**config.mk**
```make
export PLATFORM = sky130hd
export DESIGN_NAME = countdown_timer
export DESIGN_NICKNAME = d
export VERILOG_FILES = /design/src/rtl/countdown_timer.sv
export SDC_FILE = /design/constraint.sdc
export NUM_CORES = 1
export LEC_CHECK = 0
export ABC_AREA = 0
export CORE_ASPECT_RATIO = 0.9
export CORE_MARGIN = 2
export CORE_UTILIZATION = 49
export DETAILED_ROUTE_END_ITERATION = 10
export PLACE_DENSITY = 0.86
export SLEW_MARGIN = 30
export SYNTH_ARGS = -nofsm -noshare
export SYNTH_HDL_FRONTEND = slang
export SYNTH_SLANG_ARGS = --single-unit
export TNS_END_PERCENT = 5
```
**constraint.sdc**
```tcl
create_clock -name clk -period 2.3 [get_ports clk]
set_clock_uncertainty 0.05 [all_clocks]
set_input_delay 0.46 -clock clk [delete_from_list [all_inputs] [get_ports clk]]
set_output_delay 0.46 -clock clk [all_outputs]
set_load 0.01 [all_outputs]
```
**src/rtl/countdown_timer.sv**
```systemverilog
// countdown_timer: BCD MM:SS countdown with a one-second prescaler.
// Counts down with borrow and pulses done when it reaches 00:00.
module countdown_timer #(
    parameter int TICK_DIV = 50_000_000,
    parameter int PW       = 26
) (
    input  logic        clk,
    input  logic        reset,
    input  logic        load,
    input  logic [15:0] load_value,
    input  logic        start,
    input  logic        stop,
    output logic [15:0] digits,
    output logic        running,
    output logic        expired,
    output logic        done
);

    typedef enum logic [1:0] {
        IDLE,
        RUN,
        PAUSE,
        EXPIRED
    } state_t;

    localparam logic [PW-1:0] TICK_LAST = PW'(TICK_DIV - 1);

    state_t        state;
    logic [PW-1:0] presc;
    logic [15:0]   dec_val;
    logic [15:0]   sat_val;
    logic          tick;
    logic          go;
    logic          halt;

    function automatic logic [3:0] clamp(
        input logic [3:0] v,
        input logic [3:0] lim
    );
        return (v > lim) ? lim : v;
    endfunction

    assign sat_val = {
        clamp(load_value[15:12], 4'd9),
        clamp(load_value[11:8],  4'd9),
        clamp(load_value[7:4],   4'd5),
        clamp(load_value[3:0],   4'd9)
    };

    assign tick = (presc == TICK_LAST);
    assign go   = start & ~stop;
    assign halt = stop & ~start;

    // Borrow ripples from seconds-ones up through minutes-tens.
    always_comb begin
        dec_val = digits;
        if (digits[3:0] != 4'd0) begin
            dec_val[3:0] = digits[3:0] - 4'd1;
        end else begin
            dec_val[3:0] = 4'd9;
            if (digits[7:4] != 4'd0) begin
                dec_val[7:4] = digits[7:4] - 4'd1;
            end else begin
                dec_val[7:4] = 4'd5;
                if (digits[11:8] != 4'd0) begin
                    dec_val[11:8] = digits[11:8] - 4'd1;
                end else begin
                    dec_val[11:8]  = 4'd9;
                    dec_val[15:12] = digits[15:12] - 4'd1;
                end
            end
        end
    end

    always_ff @(posedge clk) begin
        if (!reset) begin
            state   <= IDLE;
            presc   <= '0;
            digits  <= 16'h0000;
            running <= 1'b0;
            expired <= 1'b0;
            done    <= 1'b0;
        end else begin
            done <= 1'b0;
            if (load) begin
                state   <= IDLE;
                presc   <= '0;
                digits  <= sat_val;
                running <= 1'b0;
                expired <= 1'b0;
            end else begin
                unique case (state)
                    IDLE, PAUSE: begin
                        if (go && digits != 16'h0000) begin
                            state   <= RUN;
                            running <= 1'b1;
                        end
                    end
                    RUN: begin
                        presc <= tick ? '0 : presc + PW'(1);
                        if (tick) begin
                            digits <= dec_val;
                        end
                        // Expiry beats a stop arriving on the same edge.
                        if (tick && dec_val == 16'h0000) begin
                            state   <= EXPIRED;
                            running <= 1'b0;
                            expired <= 1'b1;
                            done    <= 1'b1;
                        end else if (halt) begin
                            state   <= PAUSE;
                            running <= 1'b0;
                        end
                    end
                    EXPIRED: begin
                        digits <= 16'h0000;
                    end
                    default: begin
                        state <= IDLE;
                    end
                endcase
            end
        end
    end

endmodule

```
Word-level counts from Yosys, hierarchy flattened
Cells that the tools add are included.
W data, S select, Z words.

word-level totals
  output and inout bits = 19
  register bits = 47
  logic and storage cells = 67
  input bits = 21

cells by class
  bitwise gates (word level) = 6
  $add $sub $neg = 5
  equal/unequal tests = 7
  order comparisons = 4
  mux-type cells = 23
  reductions and logical operators = 16

operators by type and width
  kind                     count
  $mux W16                 2
  $mux W4                  8
  $pmux W16 S2             1
  $add A26 B1 Y26 const B  1
  $eq A26 B26 Y1 const B   1
  $mux W26                 1
  $logic_not A16 Y1        1
  $reduce_bool A16 Y1      1
  $sub A4 B1 Y4 const B    4
  $gt A4 B4 Y1 const B     3
  $mux W12                 1
  $reduce_bool A4 Y1       3
  $mux W8                  1
  $mux W2                  3
  $ne A3 B3 Y1 const B     2
  $eq A2 B2 Y1 const B     2
  $gt A4 B3 Y1 const B     1
  $mux W1                  4
  $not A1 Y1               4
  $pmux W2 S2              1
  $reduce_and A2 Y1        2
  $reduce_or A2 Y1         2
  $reduce_and A3 Y1        1
  $reduce_bool A3 Y1       1
  8 further kinds          10

Longest topological paths before layout
Gate-level depths: netlist of run 1.

  word-level depth = 8
  depth in mapped cells = 8
  gate-level depth less buffers = 6

Least setup slack after synthesis of run 1
OpenSTA, ideal clock, no wires.

  path kind = register to register
  start point = register digits[8]
  end point = register running
  slack = -0.077 ns
  path buffers = 0
  data required time = 2.134 ns
  setup time = 0.116 ns
  arrival = 2.212 ns
  cell stages (with the launch flop) = 6
  period minus slack after synthesis = 2.377 ns
  cells stage by stage = dfxtp_1 -> or4_4 -> or4_4 -> a2111oi_2 -> nand4_1 -> a31o_1

on the way
  cells in the longest elaborated chain, start to end = 8
  elaborated cells between the ends (all ways) = 15
  classes of those cells = add/sub: 1; eq/ne: 2; mux: 6; reduce/logical: 6

ends and longest elaborated chain
  element                                                     RTL line  source
  start, declared                                             13        output logic [15:0] digits,
  start signal, assigned                                      88        digits <= sat_val;
  start signal, assigned                                      102       digits <= dec_val;
  $sub A4 B1 Y4 or $reduce_bool A4 Y1 (tied branches)         66, 65
  $mux W4                                                     65        if (digits[11:8] != 4'd0) begin
  $mux W8                                                     61        if (digits[7:4] != 4'd0) begin
  $mux W12                                                    57        if (digits[3:0] != 4'd0) begin
  $logic_not A16 Y1                                           105       if (tick && dec_val == 16'h0000) begin
  $logic_and A1 B1 Y1                                         105
  $ne A3 B3 Y1 (no line) or $mux W1 (tied branches)           -
  $reduce_and A3 Y1 (no line) or $pmux W1 S2 (tied branches)  -
  end signal, assigned                                        96        running <= 1'b1;
  end signal, assigned                                        107       running <= 1'b0;
  end signal, assigned                                        112       running <= 1'b0;
  end, declared                                               14        output logic running,

Several ways; a longest one is shown, not always the timed one.
A chain may end at the register's enable or synchronous reset.

Worst setup path after layout of run 1
  start point = register digits[9]
  end point = register running

The elaborated chain is that of the path after synthesis.

==> summary.md, run 1 <==
| Metric | Value |
|---|---|
| Number of synthesized flops with an enable pin | `0` |
| FFs w/ async S/R, synth | `0%` |
| First-pass GRT wire length | `12300 um` |
| Die W | `82.0 um` |
| Core Region | `5260 sq um` |
| Effective utilization at floorplan | `51.1%` |
| Pwr dens | `493 nW/um^2` |
| N_diodes | `0` |
| Number of global-route vias before repair | `2710` |
| Chip height | `74.2 um` |
| Relative slew slack | `65.5%` |
| Max cap viols | `0` |
| Fin crit share | `100%` |
| Site Rows | `25` |
| Die ar. | `6090 sq um` |
| Proportion of layout cells with a drive suffix above 1 | `16.1%` |
| Initial antenna violation count | `0` |
| Sequential area share after synthesis | `35.1%` |
| Post-CTS setup buffers | `0` |
| Run status | `finished, violations left` |
| Final setup margin | `-0.00837 ns` |
| # clock sinks | `47` |
| Min Tclk post-route | `2.31 ns` |
| Hold path depth | `2` |
| Via count | `2883` |
| Setup Crit Path Kind | `flop to flop` |
| # hold bufs at CTS | `0` |
| Worst path top cell family by delay | `simple AND/OR/NAND/NOR gates` |
| Gr ovfl total | `0` |
| Synthesized Nets | `355` |
| CTS tree | `built` |
| CP startpoint kind | `flop` |
| Largest net degree at the start of global routing | `24` |
| FF+latch count, synth | `47` |
| Most common cell after layout, fill and taps aside | `dfxtp_1` |
| Drt via density | `6.20` |
| Worst-Margin Slew | `0.517 ns` |
| Crit path cell chain | `or4_4 -> or4_4 -> a2111oi_4 -> nand4_1 -> a31o_1` |
| P&R area growth vs syn | `30.1%` |
| HPWL after DPL | `5690 um` |
| Arr. time, crit path | `2.46 ns` |
| Worst-Skew Late Latency | `0.30 ns` |
| R2r worst-path depth | `5` |
| Leak Pwr | `1.19 nW` |
| WP data required | `2.45 ns` |
| TritonCTS Buffers | `5` |
| Iteration-0 DRC Markers | `305` |
| Ports | `40` |
| Fmax | `0.433 GHz` |
| Final Max Slew Viols | `0` |
| Critical Path Most Common Cell | `or4_4` |
| Clk buf depth | `2` |
| DRC Markers | `0` |
| Worst VDD drop | `0.000369 V` |
| Worst path bufs/invs | `0` |
| Number of setup violations in the final report | `2` |
| Drt pass-1 iters | `5` |
| Crit path depth | `5` |
| Endpoint class of the critical path | `flop` |
| Port buffer count | `39` |
| TNS Setup | `-0.00928 ns` |
| RD Place Congestion | `0.986` |
| Antenna Violating Nets Remaining | `0` |
| Final hold violation count | `0` |
| Most frequent cells in the layout | `45 x dfxtp_1, 39 x clkdlybuf4s50_1, 37 x nor2_1, 37 x buf_4, 20 x nand3_1` |
| Warnings from Yosys | `0` |
| Total wire length | `7500 um` |
| Wire length per cell | `16.1 um` |
| Root buffer cell | `clkbuf_8` |
| Netlist cell types | `61` |
| Final nets | `421` |
| Clock transition at path regs | `0.09 ns` |
| Maximum fanout along the worst path | `4` |
| Post-Synthesis Cells | `331` |
| Max stage delay on crit path | `0.57 ns` |
| Mapped Area | `2680 sq um` |
| Post-Syn Area per Cell | `8.11 sq um` |
| Total global-route track usage | `25.8%` |
| Total power | `1.72 mW` |
| Failing checks | `setup timing` |
| H-tree Lvls | `2` |
| CP max stage cell | `or4_4` |
| RSZ-0062 raised after global routing | `yes` |
| Hold crit path type | `flop to flop` |
| Main synth FF type | `dfxtp_1` |
## worst reg2reg max path: cells and delay by family, from the launching register on
kind            cells  cell delay (ns)
flops               1             0.35
simple gates        3             1.37
compound gates      2             0.44
## state kept, by name, indices dropped and copies added (netlist names)
register,count
expired,1
done,1
running,1
digits,16
presc,26
state,2
## layout make-up
class	count	area, sq um
Clock buffer	5	68.8
Clock inverter	3	20.0
Fill cell	421	1760
Inverter	7	26.3
Multi-Input combinational cell	260	1680
Sequential cell	47	948
Tap cell	67	83.8
Timing Repair Buffer	76	668
## synth_stat cells, types with 2 or more instances
cell type,number,share of area (%)
a211oi_1,2,0.56
a21o_1,2,0.56
a21oi_1,14,2.6
a22oi_1,2,0.56
a311oi_1,2,0.65
a31oi_1,4,0.93
a32oi_1,2,0.65
and2_1,2,0.47
and4_1,4,1.3
clkbuf_1,13,1.8
clkbuf_2,2,0.37
dfxtp_1,47,35
ha_1,3,1.4
inv_1,7,0.98
nand2_1,20,2.8
nand2b_1,4,0.93
nand3_1,20,3.7
nand4_1,12,2.8
nor2_1,37,5.2
nor2b_1,6,1.4
nor3_1,18,3.4
nor4_1,12,2.8
o211a_1,2,0.75
o211ai_1,5,1.4
o21a_1,6,1.7
o21ai_0,12,2.2
o221a_2,3,1.3
o31ai_1,3,0.84
or2_2,2,0.47
or3_1,9,2.1
or4_1,2,0.56
or4_4,2,0.84
xnor2_1,16,5.2
xor2_1,7,2.3
## logic make-up (layout without fill, tap and decap cells)
kind of cell / Yosys count / count (layout) / synth area share (%)
fa+ha+maj: 3 / 3 / 1.40
mux: 2 / 2 / 0.793
buf+inv: 24 / 91 / 3.78
compound gates: 73 / 73 / 19.7
xor+xnor: 23 / 23 / 7.51
simple gates: 159 / 159 / 31.7
flops: 47 / 47 / 35.1
## stage by stage
stage	cells	setup WS [ns]	utilization, %	hold WS, ns	cell area [sq um]
after global placement	457	0.0235	64.5	0.399	3390
after detailed placement	457	-0.00823	64.5	0.427	3390
after global routing	465	-0.104	66.4	0.460	3490
after floorplan	331	0.0493	-	0.399	2710
after CTS	465	-0.0193	66.1	0.443	3480
final	465	-0.00837	66.4	0.435	3490
## worst paths after layout
kind	start	to	slack, ns
min	expired$_SDFFE_PP0P_	expired$_SDFFE_PP0P_	0.44
max reg2reg	digits[9]$_SDFFE_PN0P_	running$_SDFFE_PP0P_	-0.008
min reg2reg	expired$_SDFFE_PP0P_	expired$_SDFFE_PP0P_	0.44
max	digits[9]$_SDFFE_PN0P_	running$_SDFFE_PP0P_	-0.008
## power by group
part | internal, mW | switching (mW) | leakage, nW
combinational | 0.185 | 0.188 | 0.770
clock | 0.212 | 0.288 | 0.0402
sequential | 0.832 | 0.0168 | 0.383
## per-layer routing
layer,global-route usage [%],vias up,wire length [um]
met2,40.3,135,3370
met3,3.76,24,545
li1,-,1371,-
met5,0,-,0
met1,36.4,1353,3430
met4,9.63,0,157
## repair_timing
item,CTS,global route
setup endpoints to repair,2,14
pin swaps,2,1
resized for setup,0,5
endpoints found under the hold margin,0,0
Note: power is estimated with default switching activity, not from simulation.
==> run 2: changes to the inputs <==
==> constraint.sdc (replaced) <==
create_clock -name clk -period 1.9 [get_ports clk]
set_clock_uncertainty 0.05 [all_clocks]
set_input_delay 0.38 -clock clk [delete_from_list [all_inputs] [get_ports clk]]
set_output_delay 0.38 -clock clk [all_outputs]
set_load 0.01 [all_outputs]
==> summary.md, run 2 (synthesis gave the netlist of run 1 again) <==
| Metric | Value |
|---|---|
| Run status | `finished, violations left` |
| Failing checks | `setup timing` |
| Met1 GRT Util | `45.7%` |
| Arr. time, crit path | `2.65 ns` |
| RSZ-0062 raised after global routing | `yes` |
| Number of setup violations in the final report | `24` |
| Gr busiest metal | `met2` |
| Largest reg by FF count | `presc` |
| Core Region | `5260 sq um` |
| Crit path depth | `6` |
| Final hold violation count | `0` |
| Worst-Margin Slew | `0.746 ns` |
| Worst-Skew Late Latency | `0.31 ns` |
| Worst path bufs/invs | `1` |
| # hold bufs at CTS | `0` |
| Most common cell after layout, fill and taps aside | `buf_4` |
| Endpoint class of the critical path | `flop` |
| GR Util met3 | `10.4%` |
| Antenna Violating Nets Remaining | `0` |
| Fin crit share | `131%` |
| Clock transition at path regs | `0.09 ns` |
| TritonCTS Buffers | `5` |
| Leak Pwr | `1.54 nW` |
| Port buffer count | `39` |
| Int Power | `1.62 mW` |
| Setup Crit Path Kind | `flop to flop` |
| Total wire length | `11900 um` |
| Initial antenna violation count | `0` |
| CP startpoint kind | `flop` |
| N_diodes | `0` |
| CP endpoint | `running$_SDFFE_PP0P_` |
| Total power | `2.35 mW` |
| Worst VDD drop | `0.000422 V` |
| Worst Setup SP | `digits[9]$_SDFFE_PN0P_` |
| Wire length per cell | `22.8 um` |
| Crit path cell chain | `or4_4 -> buf_4 -> nor4_1 -> a311o_1 -> o21ai_0 -> a31o_1` |
| Final core occ | `80.1%` |
| Grt met2 use | `59.6%` |
| Proportion of layout cells with a drive suffix above 1 | `35.5%` |
| # clock sinks | `47` |
| Final setup margin | `-0.594 ns` |
| CTS tree | `built` |
| P&R area growth vs syn | `56.8%` |
| DRC Markers | `0` |
| Ports | `40` |
| RR Startpoint | `digits[9]$_SDFFE_PN0P_` |
| Largest net degree at the start of global routing | `24` |
| First-pass GRT wire length | `17100 um` |
| Pwr dens | `558 nW/um^2` |
| Fmax | `0.401 GHz` |
| HPWL after DPL | `6470 um` |
| RD Place Congestion | `0.954` |
| H-tree Lvls | `2` |
| Final nets | `476` |
| Biggest registers after layout | `presc: 26 flops, digits: 16 flops, state: 2 flops` |
| Max stage delay on crit path | `0.67 ns` |
| Final Max Slew Viols | `0` |
| R2R setup slack | `-0.59 ns` |
| Maximum fanout along the worst path | `2` |
| Clock group share of total power | `28.6%` |
| Die W | `82.0 um` |
| Number of global-route vias before repair | `3323` |
| Total global-route track usage | `37.5%` |
| Relative slew slack | `49.8%` |
| Logic gate share of total power | `27.6%` |
| Drt via density | `6.80` |
| Clk buf depth | `2` |
| R2r worst-path depth | `6` |
| Hold Path Origin | `expired$_SDFFE_PP0P_` |
| Largest register FFs | `26` |
| Root buffer cell | `clkbuf_8` |
| WP data required | `2.06 ns` |
| Chip height | `74.2 um` |
| Seq pwr share | `43.8%` |
| Max cap viols | `0` |
| Via count | `3538` |
| CP max stage cell | `nor4_1` |
| Psw | `0.723 mW` |
| Post-Place Cell Area | `3800 sq um` |
| Hold crit path type | `flop to flop` |
| Drt pass-1 iters | `6` |
| Switching portion of total power | `30.8%` |
| Fin area | `4210 sq um` |
| Gr ovfl total | `0` |
| R2R Path End | `running$_SDFFE_PP0P_` |
| Most frequent cells in the layout | `87 x buf_4, 39 x clkdlybuf4s50_1, 36 x nor2_1` |
| Die ar. | `6090 sq um` |
| Min Tclk post-route | `2.49 ns` |
| Effective utilization at floorplan | `51.1%` |
| Worst path top cell family by delay | `simple AND/OR/NAND/NOR gates` |
| Site Rows | `25` |
| Iteration-0 DRC Markers | `574` |
| Setup slack at placement | `-0.440 ns` |
-- run 2: routing by layer --
| layer | share of wire, % | vias to the layer above |
|---|---|---|
| met2 | 45 | 313 |
| met1 | 37 | 1650 |
| met4 | 6.6 | 0 |
| met3 | 11 | 96 |
| met5 | 0 | - |
| li1 | - | 1479 |
-- run 2: power groups by stage --
stage	clock (mW)	sequential, mW	combinational (mW)
after detailed placement	0	1.05	0.518
after CTS	0.668	1.02	0.569
after global placement	0	1.05	0.499
after floorplan	0	1.07	0.217
after global routing	0.689	1.03	0.669
final	0.672	1.03	0.648
-- run 2: worst min-delay path, delay by kind of cell (launching register included) --
| family | cells | cell delay (ns) |
|---|---|---|
| flip-flops | 1 | 0.35 |
| AND/OR/NAND/NOR | 1 | 0.06 |
| AO/OA/AOI/OAI | 1 | 0.06 |
-- run 2: layout make-up --
class                   count  area [sq um]
clock buffers               7          86.3
clock inverters             1          8.76
fillers                   291          1050
inverters                   7          26.3
multi-input cells         260          1930
flip-flops and latches     47           962
well taps                  67          83.8
repair buffers            131          1110
-- run 2: how the worst min path moves through the flow --
stage	end	slack [ns]	cells past startpoint
2_1_floorplan	presc[1]$_SDFFE_PP0P_	0.40	2
3_3_place_gp	expired$_SDFFE_PP0P_	0.40	2
3_5_place_dp	presc[1]$_SDFFE_PP0P_	0.43	2
4_1_cts	presc[1]$_SDFFE_PP0P_	0.43	2
5_1_grt	expired$_SDFFE_PP0P_	0.46	2
6_report	expired$_SDFFE_PP0P_	0.44	2
-- run 2: through the flow --
step	hold WS, ns	TNS [ns]	cells
after floorplan	0.399	-6.09	331
after global placement	0.397	-4.05	510
after detailed placement	0.429	-5.86	510
after CTS	0.430	-2.77	520
after global routing	0.464	-7.22	520
final	0.444	-6.07	520
-- run 2: what timing repair did --
item	CTS	global route
endpoints found under the setup margin	42	45
pin swaps	16	6
resized for setup	36	26
setup buffers	2	0
==> run 3: changes to the inputs <==
--- a/config.mk
+++ b/config.mk
@@ -10,7 +10,7 @@
 export CORE_MARGIN = 2
 export CORE_UTILIZATION = 49
 export DETAILED_ROUTE_END_ITERATION = 10
-export PLACE_DENSITY = 0.86
+export PLACE_DENSITY = 0.83
 export SLEW_MARGIN = 30
 export SYNTH_ARGS = -nofsm -noshare
 export SYNTH_HDL_FRONTEND = slang
==> constraint.sdc (replaced) <==
create_clock -name clk -period 3.04 [get_ports clk]
set_clock_uncertainty 0.05 [all_clocks]
set_input_delay 0.608 -clock clk [delete_from_list [all_inputs] [get_ports clk]]
set_output_delay 0.608 -clock clk [all_outputs]
set_load 0.01 [all_outputs]
==> summary.md, run 3 (synthesis gave the netlist of run 1 again) <==
| Metric | Value |
|---|---|
| Port buffer count | `39` |
| Worst-Skew Late Latency | `0.31 ns` |
| RR Startpoint | `digits[8]$_SDFFE_PN0P_` |
| Hold Crit Endpoint | `expired$_SDFFE_PP0P_` |
| Most frequent cells in the layout | `47 x dfxtp_1, 39 x clkdlybuf4s50_1, 37 x nor2_1` |
| Largest reg by FF count | `presc` |
| DRC Markers | `0` |
| H-tree Lvls | `2` |
| Filler cells | `458` |
| Worst VDD drop | `0.000229 V` |
| Gr ovfl total | `0` |
| Die W | `82.0 um` |
| Core Region | `5260 sq um` |
| Final nets | `393` |
| Proportion of layout cells with a drive suffix above 1 | `8.11%` |
| Biggest registers after layout | `presc: 26 flops, digits: 16 flops, state: 2 flops` |
| Crit path cell chain | `or4_4 -> or4_4 -> a2111oi_2 -> nand4_1 -> a31o_1` |
| Total wire length | `6680 um` |
| Pwr dens | `391 nW/um^2` |
| Antenna Violating Nets Remaining | `0` |
| Endpoint class of the critical path | `flop` |
| WP data required | `3.20 ns` |
| TritonCTS Buffers | `5` |
| Most common cell after layout, fill and taps aside | `dfxtp_1` |
| Cells after DPL | `429` |
| Max cap viols | `0` |
| Drt pass-1 iters | `4` |
| Hold path depth | `2` |
| Hold crit path type | `flop to flop` |
| Hold Path Origin | `expired$_SDFFE_PP0P_` |
| Root buffer cell | `clkbuf_8` |
| Final Max Slew Viols | `0` |
| HPWL after DPL | `4980 um` |
| Largest net degree at the start of global routing | `24` |
| RD Place Congestion | `0.885` |
| Fin cells | `437` |
| Min Tclk post-route | `2.52 ns` |
| RSZ-0062 raised after global routing | `no` |
| Leak Pwr | `1.05 nW` |
| Number of global-route vias before repair | `2379` |
| N_diodes | `0` |
| Largest register FFs | `26` |
| Clock transition at path regs | `0.09 ns` |
| Iteration-0 DRC Markers | `190` |
| Critical Path Most Common Cell | `or4_4` |
| Site Rows | `25` |
| Arr. time, crit path | `2.68 ns` |
| Setup Crit Path Kind | `flop to flop` |
| CP startpoint kind | `flop` |
| CP max stage cell | `or4_4` |
| Max stage delay on crit path | `0.56 ns` |
| Effective utilization at floorplan | `51.1%` |
| Drt via density | `5.99` |
| Initial antenna violation count | `0` |
| Maximum fanout along the worst path | `6` |
| First-pass GRT wire length | `11200 um` |
| P&R area growth vs syn | `20.9%` |
| Relative slew slack | `57.5%` |
| Worst-Margin Slew | `0.629 ns` |
| # hold bufs at CTS | `0` |
| R2R setup slack | `0.52 ns` |
| CTS resizes | `0` |
| CTS tree | `built` |
| Final hold violation count | `0` |
| R2r worst-path depth | `5` |
| Fmax | `0.397 GHz` |
| Via count | `2618` |
| Post-CTS setup buffers | `0` |
| Clk buf depth | `2` |
| Ports | `40` |
| Wire length per cell | `15.3 um` |
| Fin crit share | `82.9%` |
| Total global-route track usage | `23.7%` |
| # clock sinks | `47` |
| Die ar. | `6090 sq um` |
| Number of setup violations in the final report | `0` |
| Run status | `complete, no violations` |
| Chip height | `74.2 um` |
| TNS Setup | `0 ns` |
| R2R Path End | `running$_SDFFE_PP0P_` |
## run 3: cell types whose count changed in the layout (fill, tap and decap cells not counted), sizes merged
cell      change
buf          -83
clkbuf        -2
clkinv        +1
clkinvlp      +1
## run 3: worst max path at each step
stage | startpoint | endpoint | depth (start not counted)
after floorplan | digits[8]$_SDFFE_PN0P_ | running$_SDFFE_PP0P_ | 5
after global routing | digits[9]$_SDFFE_PN0P_ | running$_SDFFE_PP0P_ | 5
after CTS | digits[9]$_SDFFE_PN0P_ | running$_SDFFE_PP0P_ | 5
final | digits[8]$_SDFFE_PN0P_ | running$_SDFFE_PP0P_ | 5
after global placement | digits[8]$_SDFFE_PN0P_ | running$_SDFFE_PP0P_ | 5
after detailed placement | digits[9]$_SDFFE_PN0P_ | running$_SDFFE_PP0P_ | 5
## run 3: final cells by class
cell class / count / area [sq um] / area share [%]
Clock buffer: 5 / 68.8 / 2.12
Clock inverter: 3 / 25.0 / 0.771
Inverter: 7 / 26.3 / 0.810
Multi-Input combinational cell: 260 / 1640 / 50.6
Sequential cell: 47 / 941 / 29.0
Tap cell: 67 / 83.8 / 2.58
Timing Repair Buffer: 48 / 458 / 14.1
## run 3: per-stage QoR
step / setup slack, ns / instance area, sq um / hold WS [ns] / power, mW / utilization, %
final: 0.520 / 3240 / 0.430 / 1.27 / 61.7
after global routing: 0.432 / 3240 / 0.449 / 1.32 / 61.7
after CTS: 0.529 / 3240 / 0.428 / 1.27 / 61.7
after detailed placement: 0.541 / 3150 / 0.412 / 0.894 / 60.0
after global placement: 0.614 / 3150 / 0.399 / 0.889 / 60.0
after floorplan: 0.663 / 2680 / 0.399 / 0.799 / -
## run 3: worst max-delay path, delay by kind of cell, from the launching register on
kind	cells	cell delay, ns
and+or+nand+nor	3	1.38
DFF	1	0.36
AOI/OAI and AO/OA	2	0.63
## run 3: power by group
group	total (mW)	switching (mW)	internal, mW	leakage, nW
clock	0.385	0.221	0.164	0.0443
sequential	0.654	0.0242	0.630	0.381
combinational	0.230	0.117	0.114	0.623
total	1.27	0.361	0.908	1.05
## run 3: per-layer routing
metal / up-vias / part of all wire (%) / track usage (%)
met4: 0 / 1.0 / 8.15
met1: 1227 / 48 / 33.3
met3: 6 / 6.7 / 4.13
met5: - / 0 / 0
li1: 1311 / - / -
met2: 74 / 44 / 36.9
